File: config.mk
export PLATFORM = sky130hd
export DESIGN_NAME = scalar_seq
export DESIGN_NICKNAME = d
export VERILOG_FILES = /design/src/rtl/cgra_scalar_pkg.sv /design/src/rtl/scalar_regfile.sv /design/src/rtl/scalar_seq.sv
export SDC_FILE = /design/constraint.sdc
export NUM_CORES = 2
export LEC_CHECK = 0
export BUFFER_PORTS_ARGS = -buffer_cell sky130_fd_sc_hd__buf_2
export CAP_MARGIN = 30
export CORE_UTILIZATION = 30
export CTS_CLUSTER_SIZE = 30
export DETAILED_ROUTE_END_ITERATION = 8
export PLACE_DENSITY = 0.52
export SYNTH_ARGS = -nofsm -noshare
export SYNTH_HDL_FRONTEND = slang
export SYNTH_HIERARCHICAL = 1
export SYNTH_SLANG_ARGS = --single-unit
File: constraint.sdc
create_clock -name clk -period 3.2 [get_ports clk]
set_input_delay 0.16 -clock clk [delete_from_list [all_inputs] [get_ports clk]]
set_output_delay 0.16 -clock clk [all_outputs]
set_load 0.05 [all_outputs]
File: src/rtl/cgra_scalar_pkg.sv
// ------------------------------------------------------------------
// cgra_scalar_pkg -- shared types and constants for the scalar sequencer
// Rev 1.0
// ------------------------------------------------------------------
`default_nettype none

package cgra_scalar_pkg;

  localparam int dwidth_int = 32;

  localparam logic [2:0] LUI       = 3'b000;
  localparam logic [2:0] ADDI      = 3'b001;
  localparam logic [2:0] BEQ       = 3'b010;
  localparam logic [2:0] HALT      = 3'b111;
  localparam logic [2:0] NOP_DRIVE = 3'b011;

  localparam int OP_HI  = 31;
  localparam int OP_LO  = 29;
  localparam int RD_HI  = 28;
  localparam int RD_LO  = 26;
  localparam int RS1_HI = 25;
  localparam int RS1_LO = 23;
  localparam int RS2_HI = 22;
  localparam int RS2_LO = 20;
  localparam int IMM_HI = 19;
  localparam int IMM_LO = 0;

  typedef enum logic [1:0] {
    ST_IDLE  = 2'd0,
    ST_FETCH = 2'd1,
    ST_EXEC  = 2'd2,
    ST_DONE  = 2'd3
  } state_e;

  function automatic logic [dwidth_int-1:0] sext_imm(input logic [31:0] instr);
    return {{(dwidth_int-20){instr[IMM_HI]}}, instr[IMM_HI:IMM_LO]};
  endfunction

  function automatic logic [dwidth_int-1:0] lui_value(input logic [31:0] instr);
    logic [31:0] v;
    v = {instr[IMM_HI:IMM_LO], 12'h000};
    return v[dwidth_int-1:0];
  endfunction

endpackage

`default_nettype wire

File: src/rtl/scalar_regfile.sv
// ------------------------------------------------------------------
// scalar_regfile -- scalar registers, r0 hardwired to zero
// Rev 1.0
// ------------------------------------------------------------------
`default_nettype none

module scalar_regfile
  import cgra_scalar_pkg::*;
#(
  parameter int NUM_REGS = 8
) (
  input  logic                  clk,
  input  logic                  rst_n,
  input  logic                  we_i,
  input  logic [2:0]            waddr_i,
  input  logic [dwidth_int-1:0] wdata_i,
  input  logic [2:0]            raddr1_i,
  input  logic [2:0]            raddr2_i,
  input  logic [2:0]            dbg_raddr_i,
  output logic [dwidth_int-1:0] rdata1_o,
  output logic [dwidth_int-1:0] rdata2_o,
  output logic [dwidth_int-1:0] dbg_rdata_o
);

  localparam int AW = (NUM_REGS > 1) ? $clog2(NUM_REGS) : 1;

  logic [dwidth_int-1:0] regs_q [NUM_REGS];

  assign rdata1_o    = regs_q[raddr1_i[AW-1:0]];
  assign rdata2_o    = regs_q[raddr2_i[AW-1:0]];
  assign dbg_rdata_o = regs_q[dbg_raddr_i[AW-1:0]];

  // regs_q[0] is cleared by reset and never written, so r0 always reads zero
  always_ff @(posedge clk or negedge rst_n) begin
    if (!rst_n) begin
      for (int i = 0; i < NUM_REGS; i++) regs_q[i] <= '0;
    end else if (we_i && (waddr_i[AW-1:0] != '0)) begin
      regs_q[waddr_i[AW-1:0]] <= wdata_i;
    end
  end

endmodule

`default_nettype wire

File: src/rtl/scalar_seq.sv
// ------------------------------------------------------------------
// scalar_seq -- CGRA tile scalar sequencer: imem, pc, FSM, watchdog
// Rev 1.0
// ------------------------------------------------------------------
`default_nettype none

module scalar_seq
  import cgra_scalar_pkg::*;
#(
  parameter int NUM_REGS   = 8,
  parameter int IMEM_DEPTH = 32,
  parameter int MAX_STEPS  = 1024
) (
  input  logic                          clk,
  input  logic                          rst_n,
  input  logic                          imem_we,
  input  logic [$clog2(IMEM_DEPTH)-1:0] imem_waddr,
  input  logic [31:0]                   imem_wdata,
  input  logic                          start,
  output logic                          busy,
  output logic                          done,
  output logic                          err,
  output logic [15:0]                   step_cnt,
  input  logic [2:0]                    rf_raddr,
  output logic [dwidth_int-1:0]         rf_rdata,
  output logic [dwidth_int-1:0]         pe_inp1,
  output logic [dwidth_int-1:0]         pe_inp2,
  output logic [dwidth_int-1:0]         pe_imm,
  output logic [2:0]                    pe_op,
  input  logic [dwidth_int-1:0]         pe_out1,
  input  logic                          pe_flag_eq
);

  localparam int          PW         = $clog2(IMEM_DEPTH);
  localparam logic [15:0] STEP_LIMIT = 16'(MAX_STEPS);

  state_e                state_q, state_d;
  logic [31:0]           imem_q [IMEM_DEPTH];
  logic [31:0]           instr_q;
  logic [PW-1:0]         pc_q, pc_d;
  logic [15:0]           step_cnt_q, step_cnt_d;
  logic                  err_q, err_d;

  logic [2:0]            op, rd, rs1, rs2;
  logic [dwidth_int-1:0] imm_sext, rs1_val, rs2_val, rf_wdata;
  logic                  is_halt, wd_hit, rf_we;

  assign op       = instr_q[OP_HI:OP_LO];
  assign rd       = instr_q[RD_HI:RD_LO];
  assign rs1      = instr_q[RS1_HI:RS1_LO];
  assign rs2      = instr_q[RS2_HI:RS2_LO];
  assign imm_sext = sext_imm(instr_q);
  assign is_halt  = (op == HALT);
  // the instruction now in EXEC is the one that brings the count to the limit
  assign wd_hit   = ((step_cnt_q + 16'd1) >= STEP_LIMIT);

  assign rf_we    = (state_q == ST_EXEC) && ((op == LUI) || (op == ADDI));
  assign rf_wdata = (op == LUI) ? lui_value(instr_q) : pe_out1;

  scalar_regfile #(.NUM_REGS(NUM_REGS)) u_rf (
    .clk        (clk),
    .rst_n      (rst_n),
    .we_i       (rf_we),
    .waddr_i    (rd),
    .wdata_i    (rf_wdata),
    .raddr1_i   (rs1),
    .raddr2_i   (rs2),
    .dbg_raddr_i(rf_raddr),
    .rdata1_o   (rs1_val),
    .rdata2_o   (rs2_val),
    .dbg_rdata_o(rf_rdata)
  );

  always_ff @(posedge clk) begin
    if ((state_q == ST_IDLE) && imem_we) imem_q[imem_waddr] <= imem_wdata;
  end

  always_ff @(posedge clk or negedge rst_n) begin
    if (!rst_n) state_q <= ST_IDLE;
    else        state_q <= state_d;
  end

  always_comb begin
    state_d = state_q;
    case (state_q)
      ST_IDLE:  if (start) state_d = ST_FETCH;
      ST_FETCH: state_d = ST_EXEC;
      ST_EXEC:  state_d = (is_halt || wd_hit) ? ST_DONE : ST_FETCH;
      ST_DONE:  state_d = ST_IDLE;
      default:  state_d = ST_IDLE;
    endcase
  end

  always_comb begin
    busy    = 1'b0;
    done    = 1'b0;
    pe_inp1 = '0;
    pe_inp2 = '0;
    pe_imm  = '0;
    pe_op   = NOP_DRIVE;
    case (state_q)
      ST_FETCH: busy = 1'b1;
      ST_EXEC: begin
        busy    = 1'b1;
        pe_inp1 = rs1_val;
        pe_inp2 = rs2_val;
        pe_imm  = imm_sext;
        pe_op   = op;
      end
      ST_DONE: done = 1'b1;
      default: ;
    endcase
  end

  always_comb begin
    pc_d       = pc_q;
    step_cnt_d = step_cnt_q;
    err_d      = err_q;
    if ((state_q == ST_IDLE) && start) begin
      pc_d       = '0;
      step_cnt_d = '0;
      err_d      = 1'b0;
    end else if (state_q == ST_EXEC) begin
      step_cnt_d = step_cnt_q + 16'd1;
      pc_d       = ((op == BEQ) && pe_flag_eq) ? (pc_q + imm_sext[PW-1:0]) : (pc_q + PW'(1));
      if (wd_hit && !is_halt) err_d = 1'b1;
    end
  end

  always_ff @(posedge clk or negedge rst_n) begin
    if (!rst_n) begin
      pc_q       <= '0;
      step_cnt_q <= '0;
      err_q      <= 1'b0;
      instr_q    <= '0;
    end else begin
      pc_q       <= pc_d;
      step_cnt_q <= step_cnt_d;
      err_q      <= err_d;
      if (state_q == ST_FETCH) instr_q <= imem_q[pc_q];
    end
  end

  assign step_cnt = step_cnt_q;
  assign err      = err_q;

endmodule

`default_nettype wire
==> impl_metrics.tcl <==
set metrics [dict create \
    failed_checks "hold timing" \
    synthMostInstantiatedCell "sky130_fd_sc_hd__edfxtp_1" \
    antenna_found_initial 16 \
    min-delay-start "pe_out1[20]" \
    path_class "reg2out" \
    clock_insertion_delay_at_the_later_pin_of_the_skew_report_ns 0.80 \
    grt_setup_unrepaired "false" \
    holdPathStages 3 \
    timing.critical_path.from_type "flop" \
    syn-instance-count 3121 \
    grt_use_total_pct 16.42 \
    max_freq_mhz 322.8 \
    timing.final.crit_share_pct 96.82 \
    root_buffer "sky130_fd_sc_hd__clkbuf_16" \
    yosys_register_bits 1336 \
    wl_microns 162700 \
    synth_edf_count 1024 \
    global_route.overflow_total 0 \
    clk_path_buf_depth 3 \
    setup_viol 0 \
    netlist.top_cell.by_area "sky130_fd_sc_hd__edfxtp_1" \
    fin_worst_hold_slack_ns -0.01091 \
    layout.cell_area.non_filler_sq_um 69150 \
    syn2layout_area_growth_pct 18.42 \
    timing.final.hold_violations 1 \
    layout-drive-gt1-share_pct 39.38 \
    synth.yosys.warnings 6 \
    nNetsFinal 3565 \
    power.density_cell_area_nw_per_um2 821.7 \
    reg2reg_from "pc_q[1]" \
    area_fraction_of_the_dominant_cell_type_after_synthesis_pct 52.66 \
    route.detailed.wl_per_inst_microns 26.55 \
    chipHeight_microns 443.2 \
    initial_core_util_pct 30.26 \
    slew_viol_final 0 \
    crit-reg2reg-capture "instr_q[2]" \
    grt_first_pass_wirelength_microns 234600 \
    placement.cell_area_sq_um 63590 \
    fin_util_pct 35.83 \
    path_category_of_the_worst_min_delay_check "in2reg" \
    grt_pass1_vias 32160 \
    cts_tree "yes" \
    finalClockSkew_ns 0.06075 \
    route.antenna.remaining_nets 0 \
    worst-endpoint-required_ns 3.04 \
    vias 31570 \
    r2r_slack_ns 0.18 \
    place_congestion 0.7405 \
    final_cells 6127 \
    placed_cells_incl_taps 5780 \
    synth.top_cells.by_area "sky130_fd_sc_hd__edfxtp_1 (53%), sky130_fd_sc_hd__dfrtp_1 (13%), sky130_fd_sc_hd__mux2_2 (10%), sky130_fd_sc_hd__mux4_2 (7.7%), sky130_fd_sc_hd__mux4_1 (5.4%)" \
    async_reset_ff_share_pct 23.35 \
    first_iter_violations 2419 \
    worst_ep_arrival_time_ns 2.94 \
    vdd.ir_drop.worst_mv 0.5321 \
    fp-row-count 161 \
    htreeDepth 4 \
    cp_max_fo 15 \
    power_leakage_nw 24.28 \
    netlist_cell_types 56 \
    timing.max_slew.rel_slack_pct 35.22 \
    worst_case_reg_to_reg_path_depth 9 \
    remaining_drc_errors 0 \
    dieWidth_microns 443.2 \
    number_of_max_cap_violations 0 \
    num_io_pins 227 \
    fin_setup_tns_ns 0 \
    port_buffers 226 \
    synth_area_sq_um 58390 \
    synth_sequential_area_ratio_pct 66.04 \
    end_of_the_worst_hold_path "u_rf/regs_q[116]" \
    synth_commonest_cells "sky130_fd_sc_hd__edfxtp_1 (1024), sky130_fd_sc_hd__mux2_2 (528), sky130_fd_sc_hd__dfrtp_1 (312)" \
    result_of_the_run "finished, violations left" \
    critical_path_endpoint_category "output pin" \
    die_area_sq_um 196400 \
    core_region_area_sq_um 193000 \
    dpl.hpwl_microns 97460 \
    synth.net_count 3209 \
    maximum_number_of_pins_on_one_net_before_global_route_repair 89 \
    placement.setup.worst_slack_ns 0.1929 \
    final_period_minus_worst_setup_slack_ns 3.098 \
    timing.final.ws_setup_ns 0.1018 \
    drt-pass1-iter-count 5 \
    clock-sinks 1336 \
    cts_buffers 148 \
    synthFlopType "sky130_fd_sc_hd__edfxtp_1" \
    clock_pin_transition_on_the_worst_setup_and_hold_timing_paths_ns 0.06 \
    worst_pin_slew_ns 0.9658 \
    drt-vias-per-instance 5.153 \
    syn_area_per_cell_sq_um 18.71 \
]
[layer usage]
layer  track usage, %  vias up  share of wire [%]
met5                0        -              0.052
met4            4.037       14                2.3
met3            3.364      229                5.6
met2            27.00      939                 49
met1            22.14    16920                 43
li1                 -    13470                  -
[kinds of logic after synthesis]
group	share of synthesized area [%]
xor+xnor	0.2550
compound gates	3.264
simple gates	2.942
fa+ha+maj	0.2486
flops	66.04
buf+inv	2.818
mux	24.44
[critical path, stage by stage (launching register included)]
cell	delay [ns]
sky130_fd_sc_hd__dfrtp_4	0.57
sky130_fd_sc_hd__buf_12	0.14
sky130_fd_sc_hd__buf_12	0.17
sky130_fd_sc_hd__mux4_1	0.62
sky130_fd_sc_hd__mux2_2	0.29
sky130_fd_sc_hd__and2_1	0.15
sky130_fd_sc_hd__buf_2	0.20
[worst max-delay path by stage]
stage	startpoint	endpoint	slack (ns)	cells after the start
global placement	pc_q[1]	instr_q[2]	0.18	9
finish	instr_q[23]	pe_inp1[23]	0.10	6
CTS	instr_q[23]	pe_inp1[17]	0.03	5
detailed placement	pc_q[1]	instr_q[2]	0.19	9
global route	instr_q[23]	pe_inp1[12]	0.008	5
floorplan	state_q[0]	imem_q[12][0]	0.11	6
[power by group]
group	switching, mW	total [mW]	internal, mW
logic	9.52	17.9	8.40
registers	1.90	22.3	20.4
clock network	7.02	16.6	9.57
total	18.4	56.8	38.4
[final cells by class]
class	count	area [sq um]
clock inverter	65	601.8
multi-input combinational	1501	18510
timing repair buffer	452	3963
sequential	1336	38580
fill	18040	123800
inverter	38	146.4
antenna	3	7.507
tap	2526	3161
clock buffer	206	4174
[flip-flops by register name, summed over array words and instances (netlist names)]
signal / flops
imem_q: 1024
state_q: 2
u_rf/regs_q: 256
instr_q: 32
pc_q: 5
err: 1
step_cnt: 16
[per-stage QoR]
step / power (mW) / hold slack (ns)
floorplan: 34.82 / -0.1356
global placement: 40.35 / 0.09736
detailed placement: 40.47 / 0.09156
CTS: 57.53 / 0.001321
global route: 59.20 / 0.009238
finish: 56.82 / -0.01091
[layout by cell type, fill, tap and decap left out, drive strengths merged, types with 13 or more instances in the layout]
master	Yosys	routed
inv	38	43
nand3	13	13
o22ai	165	165
clkinv	0	49
mux4	320	320
nand4	17	17
nand2	40	40
and2	68	68
a211oi	20	20
dlygate4sd3	0	62
nor2b	22	22
mux2i	50	50
buf	167	390
clkbuf	79	206
edfxtp	1024	1024
o32ai	32	32
dfrtp	312	312
mux2	542	542
a22oi	19	19
nor2	79	79
nor4	29	29
[what timing repair did]
item	CTS	global route
buffers inserted	10	0
endpoints found under the setup margin	65	0
resized for setup	2	0
hold endpoints to repair	1529	0
hold buffers	63	0
(Power assumes the default switching activity.)
